==> src/rtl/wb_uart.sv <==
// -----------------------------------------------------------------------------
// wb_uart: Wishbone B4 classic slave with an 8N1 UART.
//
// A TX FIFO feeds a serialiser. The RX deserialiser delivers each byte into a
// single holding register. A programmable divider sets the bit time to
// CLKDIV+1 clocks. A level interrupt is raised while any RX status bit is set.
//
// Register map (word offset adr[3:2]):
//   0 TXDATA  W: push dat[7:0] when sel[0]; dropped if the FIFO is full. R: 0
//   1 RXDATA  R: {24'b0, rx_byte}, clears rx_valid.      W: ignored
//   2 STATUS  R: {frame_err, rx_overrun, rx_valid, tx_busy, tx_empty, tx_full}
//             W (sel[0]): bit4/bit5 write-1-to-clear
//   3 CLKDIV  R/W [15:0], byte lanes sel[1:0]; a zero result becomes 1
//
// Ports:
//   i_clk, i_rst_n       clock, asynchronous active-low reset
//   i_wbs_cyc/stb/we     Wishbone cycle, strobe, write enable
//   i_wbs_sel[3:0]       byte lanes
//   i_wbs_adr[31:0]      address (only [3:2] decoded)
//   i_wbs_dat[31:0]      write data
//   o_wbs_ack            registered acknowledge, one cycle after the access
//   o_wbs_dat[31:0]      read data, valid with ack and 0 otherwise
//   i_uart_rx            asynchronous serial input, idle high
//   o_uart_tx            serial output, idle high
//   o_irq                level interrupt, active high
// -----------------------------------------------------------------------------
module wb_uart #(
   parameter int unsigned TX_DEPTH    = 8,
   parameter logic [15:0] DEFAULT_DIV = 16'd867
) (
   input  logic        i_clk,
   input  logic        i_rst_n,
   input  logic        i_wbs_cyc,
   input  logic        i_wbs_stb,
   input  logic        i_wbs_we,
   input  logic [3:0]  i_wbs_sel,
   input  logic [31:0] i_wbs_adr,
   input  logic [31:0] i_wbs_dat,
   output logic        o_wbs_ack,
   output logic [31:0] o_wbs_dat,
   input  logic        i_uart_rx,
   output logic        o_uart_tx,
   output logic        o_irq
);

   localparam int unsigned AW = $clog2(TX_DEPTH);

   typedef enum logic [1:0] {TX_IDLE, TX_START, TX_DATA, TX_STOP} tx_state_t;
   typedef enum logic [1:0] {RX_IDLE, RX_START, RX_DATA, RX_STOP} rx_state_t;

   // ---------------------------------------------------------------- bus
   logic        access;
   logic        ack_q, ack_d;
   logic [1:0]  reg_sel;
   logic        bus_wr, bus_rd;
   logic [31:0] rdata;

   assign access  = i_wbs_cyc & i_wbs_stb;
   assign ack_d   = access & ~ack_q;
   assign reg_sel = i_wbs_adr[3:2];
   // Side effects fire only in the cycle ack is high, so each access acts once.
   assign bus_wr  = ack_q & access & i_wbs_we;
   assign bus_rd  = ack_q & access & ~i_wbs_we;

   // ---------------------------------------------------------------- state
   logic [AW:0]  wr_ptr_q, wr_ptr_d, rd_ptr_q, rd_ptr_d;
   logic [7:0]   fifo_mem_q [TX_DEPTH];
   logic         fifo_full, fifo_empty, push, pop;

   logic [15:0]  div_q, div_d;

   tx_state_t    tx_state_q, tx_state_d;
   logic [15:0]  tx_cnt_q, tx_cnt_d;
   logic [2:0]   tx_bit_q, tx_bit_d;
   logic [7:0]   tx_shift_q, tx_shift_d;
   logic         tx_q, tx_d;

   logic         rx_meta_q, rx_sync_q, rx_prev_q;
   rx_state_t    rx_state_q, rx_state_d;
   logic [15:0]  rx_cnt_q, rx_cnt_d;
   logic [2:0]   rx_bit_q, rx_bit_d;
   logic [7:0]   rx_shift_q, rx_shift_d;
   logic [7:0]   rx_byte_q, rx_byte_d;
   logic         rx_valid_q, rx_valid_d;
   logic         rx_ovr_q, rx_ovr_d;
   logic         frame_err_q, frame_err_d;
   logic         irq_q, irq_d;
   logic         rx_load, rx_ferr_set, rx_rd, st_wr;

   logic [16:0]  div_inc;
   logic [15:0]  rx_half;

   logic         unused_ok;
   assign unused_ok = ^{i_wbs_adr[31:4], i_wbs_adr[1:0], i_wbs_dat[31:16],
                        i_wbs_sel[3:2], div_inc[0]};

   // ---------------------------------------------------------------- TX FIFO
   // Pointers carry one extra wrap bit: equal means empty, differing only in
   // the wrap bit means full.
   assign fifo_empty = (wr_ptr_q == rd_ptr_q);
   assign fifo_full  = (wr_ptr_q[AW] != rd_ptr_q[AW]) &&
                       (wr_ptr_q[AW-1:0] == rd_ptr_q[AW-1:0]);
   assign push       = bus_wr & (reg_sel == 2'd0) & i_wbs_sel[0] & ~fifo_full;
   assign wr_ptr_d   = wr_ptr_q + {{AW{1'b0}}, push};
   assign rd_ptr_d   = rd_ptr_q + {{AW{1'b0}}, pop};

   always_ff @(posedge i_clk) begin
      if (push) begin
         fifo_mem_q[wr_ptr_q[AW-1:0]] <= i_wbs_dat[7:0];
      end
   end

   // ---------------------------------------------------------------- CLKDIV
   always_comb begin
      logic [15:0] nv;
      nv    = div_q;
      div_d = div_q;
      if (bus_wr && reg_sel == 2'd3) begin
         if (i_wbs_sel[0]) nv[7:0]  = i_wbs_dat[7:0];
         if (i_wbs_sel[1]) nv[15:8] = i_wbs_dat[15:8];
         div_d = (nv == 16'd0) ? 16'd1 : nv;
      end
   end

   // ---------------------------------------------------------------- TX FSM
   // Each state lasts div_q+1 clocks; the counter is reloaded from div_q at
   // every bit boundary so a new divider applies from the next bit on.
   always_comb begin
      tx_state_d = tx_state_q;
      tx_cnt_d   = tx_cnt_q;
      tx_bit_d   = tx_bit_q;
      tx_shift_d = tx_shift_q;
      pop        = 1'b0;
      case (tx_state_q)
         TX_IDLE: begin
            if (!fifo_empty) begin
               pop        = 1'b1;
               tx_shift_d = fifo_mem_q[rd_ptr_q[AW-1:0]];
               tx_cnt_d   = div_q;
               tx_state_d = TX_START;
            end
         end
         TX_START: begin
            if (tx_cnt_q == 16'd0) begin
               tx_cnt_d   = div_q;
               tx_bit_d   = 3'd0;
               tx_state_d = TX_DATA;
            end else begin
               tx_cnt_d = tx_cnt_q - 16'd1;
            end
         end
         TX_DATA: begin
            if (tx_cnt_q == 16'd0) begin
               tx_cnt_d   = div_q;
               tx_shift_d = {1'b0, tx_shift_q[7:1]};
               tx_bit_d   = tx_bit_q + 3'd1;
               if (tx_bit_q == 3'd7) tx_state_d = TX_STOP;
            end else begin
               tx_cnt_d = tx_cnt_q - 16'd1;
            end
         end
         TX_STOP: begin
            if (tx_cnt_q == 16'd0) begin
               // Reload straight into START when data is waiting: no idle gap.
               if (!fifo_empty) begin
                  pop        = 1'b1;
                  tx_shift_d = fifo_mem_q[rd_ptr_q[AW-1:0]];
                  tx_cnt_d   = div_q;
                  tx_state_d = TX_START;
               end else begin
                  tx_state_d = TX_IDLE;
               end
            end else begin
               tx_cnt_d = tx_cnt_q - 16'd1;
            end
         end
         default: tx_state_d = TX_IDLE;
      endcase

      case (tx_state_d)
         TX_START: tx_d = 1'b0;
         TX_DATA:  tx_d = tx_shift_d[0];
         default:  tx_d = 1'b1;
      endcase
   end

   // ---------------------------------------------------------------- RX FSM
   // First sample lands half a bit after the synchronised falling edge.
   assign div_inc = {1'b0, div_q} + 17'd1;
   assign rx_half = div_inc[16:1] - 16'd1;

   always_comb begin
      rx_state_d  = rx_state_q;
      rx_cnt_d    = rx_cnt_q;
      rx_bit_d    = rx_bit_q;
      rx_shift_d  = rx_shift_q;
      rx_load     = 1'b0;
      rx_ferr_set = 1'b0;
      case (rx_state_q)
         RX_IDLE: begin
            if (rx_prev_q && !rx_sync_q) begin
               rx_cnt_d   = rx_half;
               rx_state_d = RX_START;
            end
         end
         RX_START: begin
            if (rx_cnt_q == 16'd0) begin
               if (rx_sync_q) begin
                  rx_state_d = RX_IDLE;   // start bit gone high again: glitch
               end else begin
                  rx_cnt_d   = div_q;
                  rx_bit_d   = 3'd0;
                  rx_state_d = RX_DATA;
               end
            end else begin
               rx_cnt_d = rx_cnt_q - 16'd1;
            end
         end
         RX_DATA: begin
            if (rx_cnt_q == 16'd0) begin
               rx_shift_d = {rx_sync_q, rx_shift_q[7:1]};
               rx_bit_d   = rx_bit_q + 3'd1;
               rx_cnt_d   = div_q;
               if (rx_bit_q == 3'd7) rx_state_d = RX_STOP;
            end else begin
               rx_cnt_d = rx_cnt_q - 16'd1;
            end
         end
         RX_STOP: begin
            if (rx_cnt_q == 16'd0) begin
               if (rx_sync_q) rx_load     = 1'b1;
               else           rx_ferr_set = 1'b1;
               rx_state_d = RX_IDLE;
            end else begin
               rx_cnt_d = rx_cnt_q - 16'd1;
            end
         end
         default: rx_state_d = RX_IDLE;
      endcase
   end

   // ---------------------------------------------------------------- RX status
   assign rx_rd = bus_rd & (reg_sel == 2'd1);
   assign st_wr = bus_wr & (reg_sel == 2'd2) & i_wbs_sel[0];

   always_comb begin
      rx_byte_d   = rx_load ? rx_shift_q : rx_byte_q;
      // A load in the same cycle as an RXDATA read wins over the clear.
      rx_valid_d  = rx_load ? 1'b1 : (rx_rd ? 1'b0 : rx_valid_q);
      rx_ovr_d    = rx_ovr_q;
      frame_err_d = frame_err_q;
      if (st_wr && i_wbs_dat[4]) rx_ovr_d    = 1'b0;
      if (st_wr && i_wbs_dat[5]) frame_err_d = 1'b0;
      if (rx_load && rx_valid_q && !rx_rd) rx_ovr_d = 1'b1;
      if (rx_ferr_set) frame_err_d = 1'b1;
      irq_d = rx_valid_q | rx_ovr_q | frame_err_q;
   end

   // ---------------------------------------------------------------- read mux
   always_comb begin
      rdata = 32'd0;
      case (reg_sel)
         2'd1: rdata[7:0]  = rx_byte_q;
         2'd2: rdata[5:0]  = {frame_err_q, rx_ovr_q, rx_valid_q,
                              (tx_state_q != TX_IDLE), fifo_empty, fifo_full};
         2'd3: rdata[15:0] = div_q;
         default: rdata = 32'd0;
      endcase
   end

   assign o_wbs_ack = ack_q;
   assign o_wbs_dat = (ack_q && !i_wbs_we) ? rdata : 32'd0;
   assign o_uart_tx = tx_q;
   assign o_irq     = irq_q;

   // ---------------------------------------------------------------- registers
   always_ff @(posedge i_clk or negedge i_rst_n) begin
      if (!i_rst_n) begin
         ack_q       <= 1'b0;
         wr_ptr_q    <= '0;
         rd_ptr_q    <= '0;
         div_q       <= DEFAULT_DIV;
         tx_state_q  <= TX_IDLE;
         tx_cnt_q    <= 16'd0;
         tx_bit_q    <= 3'd0;
         tx_shift_q  <= 8'd0;
         tx_q        <= 1'b1;
         rx_meta_q   <= 1'b1;
         rx_sync_q   <= 1'b1;
         rx_prev_q   <= 1'b1;
         rx_state_q  <= RX_IDLE;
         rx_cnt_q    <= 16'd0;
         rx_bit_q    <= 3'd0;
         rx_shift_q  <= 8'd0;
         rx_byte_q   <= 8'd0;
         rx_valid_q  <= 1'b0;
         rx_ovr_q    <= 1'b0;
         frame_err_q <= 1'b0;
         irq_q       <= 1'b0;
      end else begin
         ack_q       <= ack_d;
         wr_ptr_q    <= wr_ptr_d;
         rd_ptr_q    <= rd_ptr_d;
         div_q       <= div_d;
         tx_state_q  <= tx_state_d;
         tx_cnt_q    <= tx_cnt_d;
         tx_bit_q    <= tx_bit_d;
         tx_shift_q  <= tx_shift_d;
         tx_q        <= tx_d;
         rx_meta_q   <= i_uart_rx;
         rx_sync_q   <= rx_meta_q;
         rx_prev_q   <= rx_sync_q;
         rx_state_q  <= rx_state_d;
         rx_cnt_q    <= rx_cnt_d;
         rx_bit_q    <= rx_bit_d;
         rx_shift_q  <= rx_shift_d;
         rx_byte_q   <= rx_byte_d;
         rx_valid_q  <= rx_valid_d;
         rx_ovr_q    <= rx_ovr_d;
         frame_err_q <= frame_err_d;
         irq_q       <= irq_d;
      end
   end

endmodule

==> config.mk <==
export PLATFORM = sky130hd
export DESIGN_NAME = wb_uart
export DESIGN_NICKNAME = d
export VERILOG_FILES = /design/src/rtl/wb_uart.sv
export SDC_FILE = /design/constraint.sdc
export NUM_CORES = 1
export LEC_CHECK = 0
export ABC_AREA = 1
export BUFFER_PORTS_ARGS = -buffer_cell sky130_fd_sc_hd__buf_2
export CAP_MARGIN = 20
export CORE_AREA = 2 2 141 143
export DETAILED_ROUTE_END_ITERATION = 6
export DIE_AREA = 0 0 143 145
export HOLD_SLACK_MARGIN = 0.03
export PLACE_DENSITY = 0.69
export SYNTH_ARGS = -nofsm -noshare
export SYNTH_HDL_FRONTEND = slang
export SYNTH_SLANG_ARGS = --single-unit
==> constraint.sdc <==
create_clock -name i_clk -period 3.85 [get_ports i_clk]
set_input_delay 0.385 -clock i_clk [delete_from_list [all_inputs] [get_ports i_clk]]
set_output_delay 0.385 -clock i_clk [all_outputs]
set_load 0.02 [all_outputs]
==> run_results.csv <==
group,metric,value,unit
clock_tree,clkLatencyLatePin,0.43,ns
pwr,ir_drop,0.406,mV
setup_path,start_kind,"flip-flop",
floorplanning,core,0.0192,mm²
timing,worst_pin_slew,0.611,ns
clock_tree,cts-resized-gates,0,
setup_path,required,3.46,ns
floorplanning,std_cell_rows,51,
clock_tree,cts_sinks,163,
setup_path,crit_type,"reg -> out",
floorplanning,die_area,0.0207,mm²
timing,fin_crit_sh,0.697,
setup_path,critPathCaptureType,"primary output",
clock_tree,htree_num_levels,4,
floorplanning,io_pins,109,
logic_synthesis,synthCells,1194,
layout,fill_cells,1766,
logic_synthesis,ys_types,45,
timing,final_hold_viol_count,0,
setup_path,critical_path_arrival,2.30,ns
clock_tree,cts_tree,"yes",
route,drcViolationCount,0,
clock_tree,cts_buffers,17,
global_routing,grt_pass1_vias,7826,
route,vias_per_cell,5.39,
layout,finalNetCount,1333,
pwr,p_leak,0.00460,µW
logic_synthesis,netlist_area,0.00950,mm²
clock_tree,max-clock-path-buffers,2,
route,wl,24000,µm
timing,maxSlewViolCount,0,
run,max-cap-violations,0,
floorplanning,initial_utilization,0.494,
route,post_drt_wl_per_cell,15.8,µm
global_routing,grt_max_degree,44,
run_status,status,"finished clean",
route,ant_nets,0,
timing,grt_setup_unrepaired,"no",
placement,io_buffers,44,
clock_tree,path_clk_slew,0.07,ns
clock_tree,cts_root_buf,"clkbuf_16",
route,vias,8171,
layout,final_cell_mix,"282 x nand2_1, 149 x o21ai_0, 116 x nor2_1",
global_routing,grt.total_usage,0.239,
hold_path,min_path_type,"in -> reg",
global_routing,grt_overflow,0,
global_routing,grt_pass1_wl,39300,µm
layout,final_common_cell,"nand2_1",
floorplanning,die_y,145,µm
pwr,power_density,677,mW/mm²
layout,area_growth,11.6,%
timing,setup_violations,0,
timing,min_period,2.68,ns
floorplanning,fp.dieW,143,µm
logic_synthesis,yosysSeqAreaShare,0.464,
placement,gp_congestion,0.932,
logic_synthesis,ys_ff_latch,163,
layout,layout-drive-gt1-share,0.112,
timing,fmax,373,MHz
route,drt_iter0_markers,678,
timing,max-slew-margin-rel,0.593,
route,firstDrtPassIters,6,
timing,tns,0,ns
global_routing,antenna_found_initial,1,
setup_path,crit_path_max_fanout,22,
timing,fin_hold_ws,0.251,ns
logic_synthesis,synth_area_per_cell,7.95,µm²
logic_synthesis,yosysWarnings,0,
placement,dp_hpwl,16700,µm
timing,fin_skew,0.00791,ns
-- cells in the mapped netlist (all sizes together) --
library cell / n / share of area
a31oi: 6 / 0.0040
clkinv: 2 / 0.00079
a32o: 1 / 0.0011
o22ai: 20 / 0.013
nand3: 69 / 0.038
buf: 28 / 0.019
a21boi: 1 / 0.00079
o221ai: 5 / 0.0046
conb: 1 / 0.00039
o211ai: 24 / 0.019
clkbuf: 28 / 0.011
a22o: 2 / 0.0018
a21oi: 35 / 0.018
nor4: 8 / 0.0059
and3: 1 / 0.00066
nand2: 285 / 0.11
dfstp: 10 / 0.028
o21bai: 3 / 0.0024
nor3: 25 / 0.014
ha: 22 / 0.029
or2: 11 / 0.0072
nand4: 19 / 0.013
inv: 116 / 0.046
edfxtp: 64 / 0.20
xnor2: 12 / 0.011
o31ai: 2 / 0.0016
o41ai: 1 / 0.00092
o21ai: 152 / 0.081
a211oi: 1 / 0.00079
mux2: 1 / 0.0012
nor2: 126 / 0.054
nand3b: 4 / 0.0032
dfrtp: 89 / 0.23
xor2: 20 / 0.018
-- cell families (layout without fill, tap and decap cells) --
family / after synthesis / after routing / share of synthesized area
AO/OA/AOI/OAI: 253 / 253 / 0.150
buffers and inverters: 174 / 215 / 0.0771
adder cells (fa/ha/maj): 22 / 22 / 0.0290
flip-flops: 163 / 163 / 0.464
other: 1 / 18 / 0.000395
AND/OR/NAND/NOR: 548 / 548 / 0.249
multiplexers: 1 / 1 / 0.00119
XOR/XNOR: 32 / 32 / 0.0295
-- power breakdown --
group / internal (µW) / total [µW] / switching [µW] / leakage, µW
logic: 1000 / 2970 / 1970 / 0.00251
registers: 2130 / 2460 / 332 / 0.00179
clock network: 931 / 1740 / 807 / 0.000291
-- stage by stage --
step	power (µW)	instance area, µm²	utilization	setup WS (ns)	std cells
after global placement	5360	9960	0.519	1.34	1481
after CTS	7160	10600	0.551	1.18	1514
after floorplan	4660	9550	-	1.49	1209
final	7170	10600	0.552	1.17	1517
after global routing	7720	10600	0.552	1.01	1515
after detailed placement	5410	9960	0.519	1.28	1481
-- critical path, stage by stage (launching register included) --
cell	delay, ns
dfrtp_1	0.47
inv_1	0.16
nand2_1	0.06
a21oi_1	0.19
nand2_1	0.10
inv_1	0.06
buf_4	0.25
nand2_1	0.09
a31oi_1	0.23
buf_2	0.22
-- routing by layer --
| layer | up-vias | routed length (µm) | global-route usage |
|---|---|---|---|
| met2 | 259 | 11300 | 0.376 |
| li1 | 4089 | - | - |
| met4 | 0 | 464 | 0.0817 |
| met3 | 28 | 1350 | 0.0439 |
| met5 | - | 0 | 0 |
| met1 | 3795 | 10800 | 0.334 |
-- cell type report --
type / count / area (µm²) / share of cell area
sequential: 163 / 4410 / 0.416
multi-input combinational: 872 / 4410 / 0.416
inverter: 118 / 443 / 0.0418
clock buffer: 17 / 425 / 0.0401
timing repair buffer: 65 / 385 / 0.0364
tap: 265 / 332 / 0.0313
clock inverter: 15 / 188 / 0.0177
antenna: 2 / 5.00 / 0.000472
-- path summary, 6_finish.rpt --
path	slack, ns	cells after the start	start	endpoint
min reg2reg	0.36	0	rx_meta_q	rx_sync_q
max	1.17	9	wr_ptr_q[1]	o_wbs_dat[1]
min in group asynchronous	0.50	2	i_rst_n	tx_shift_q[3]
min	0.25	1	i_wbs_dat[0]	fifo_mem_q[0][0]
max in group asynchronous	2.48	3	i_rst_n	div_q[6]
max reg2reg	1.24	8	rx_cnt_q[0]	rx_byte_q[0]
-- flip-flops by register name (all words and copies together) (netlist names), 2 cells and up, named ones only --
name / cells
div_q: 16
fifo_mem_q: 64
rd_ptr_q: 4
rx_bit_q: 3
rx_byte_q: 8
rx_cnt_q: 16
rx_shift_q: 8
tx_bit_q: 3
tx_cnt_q: 16
tx_shift_q: 8
tx_state_q: 2
wr_ptr_q: 4
-- repair_timing --
action / in CTS / in global routing
endpoints found under the hold margin: 38 / 1
buffers inserted: 0 / 0
hold buffers: 1 / 1
No activity file was read; power rests on OpenSTA's default activity.
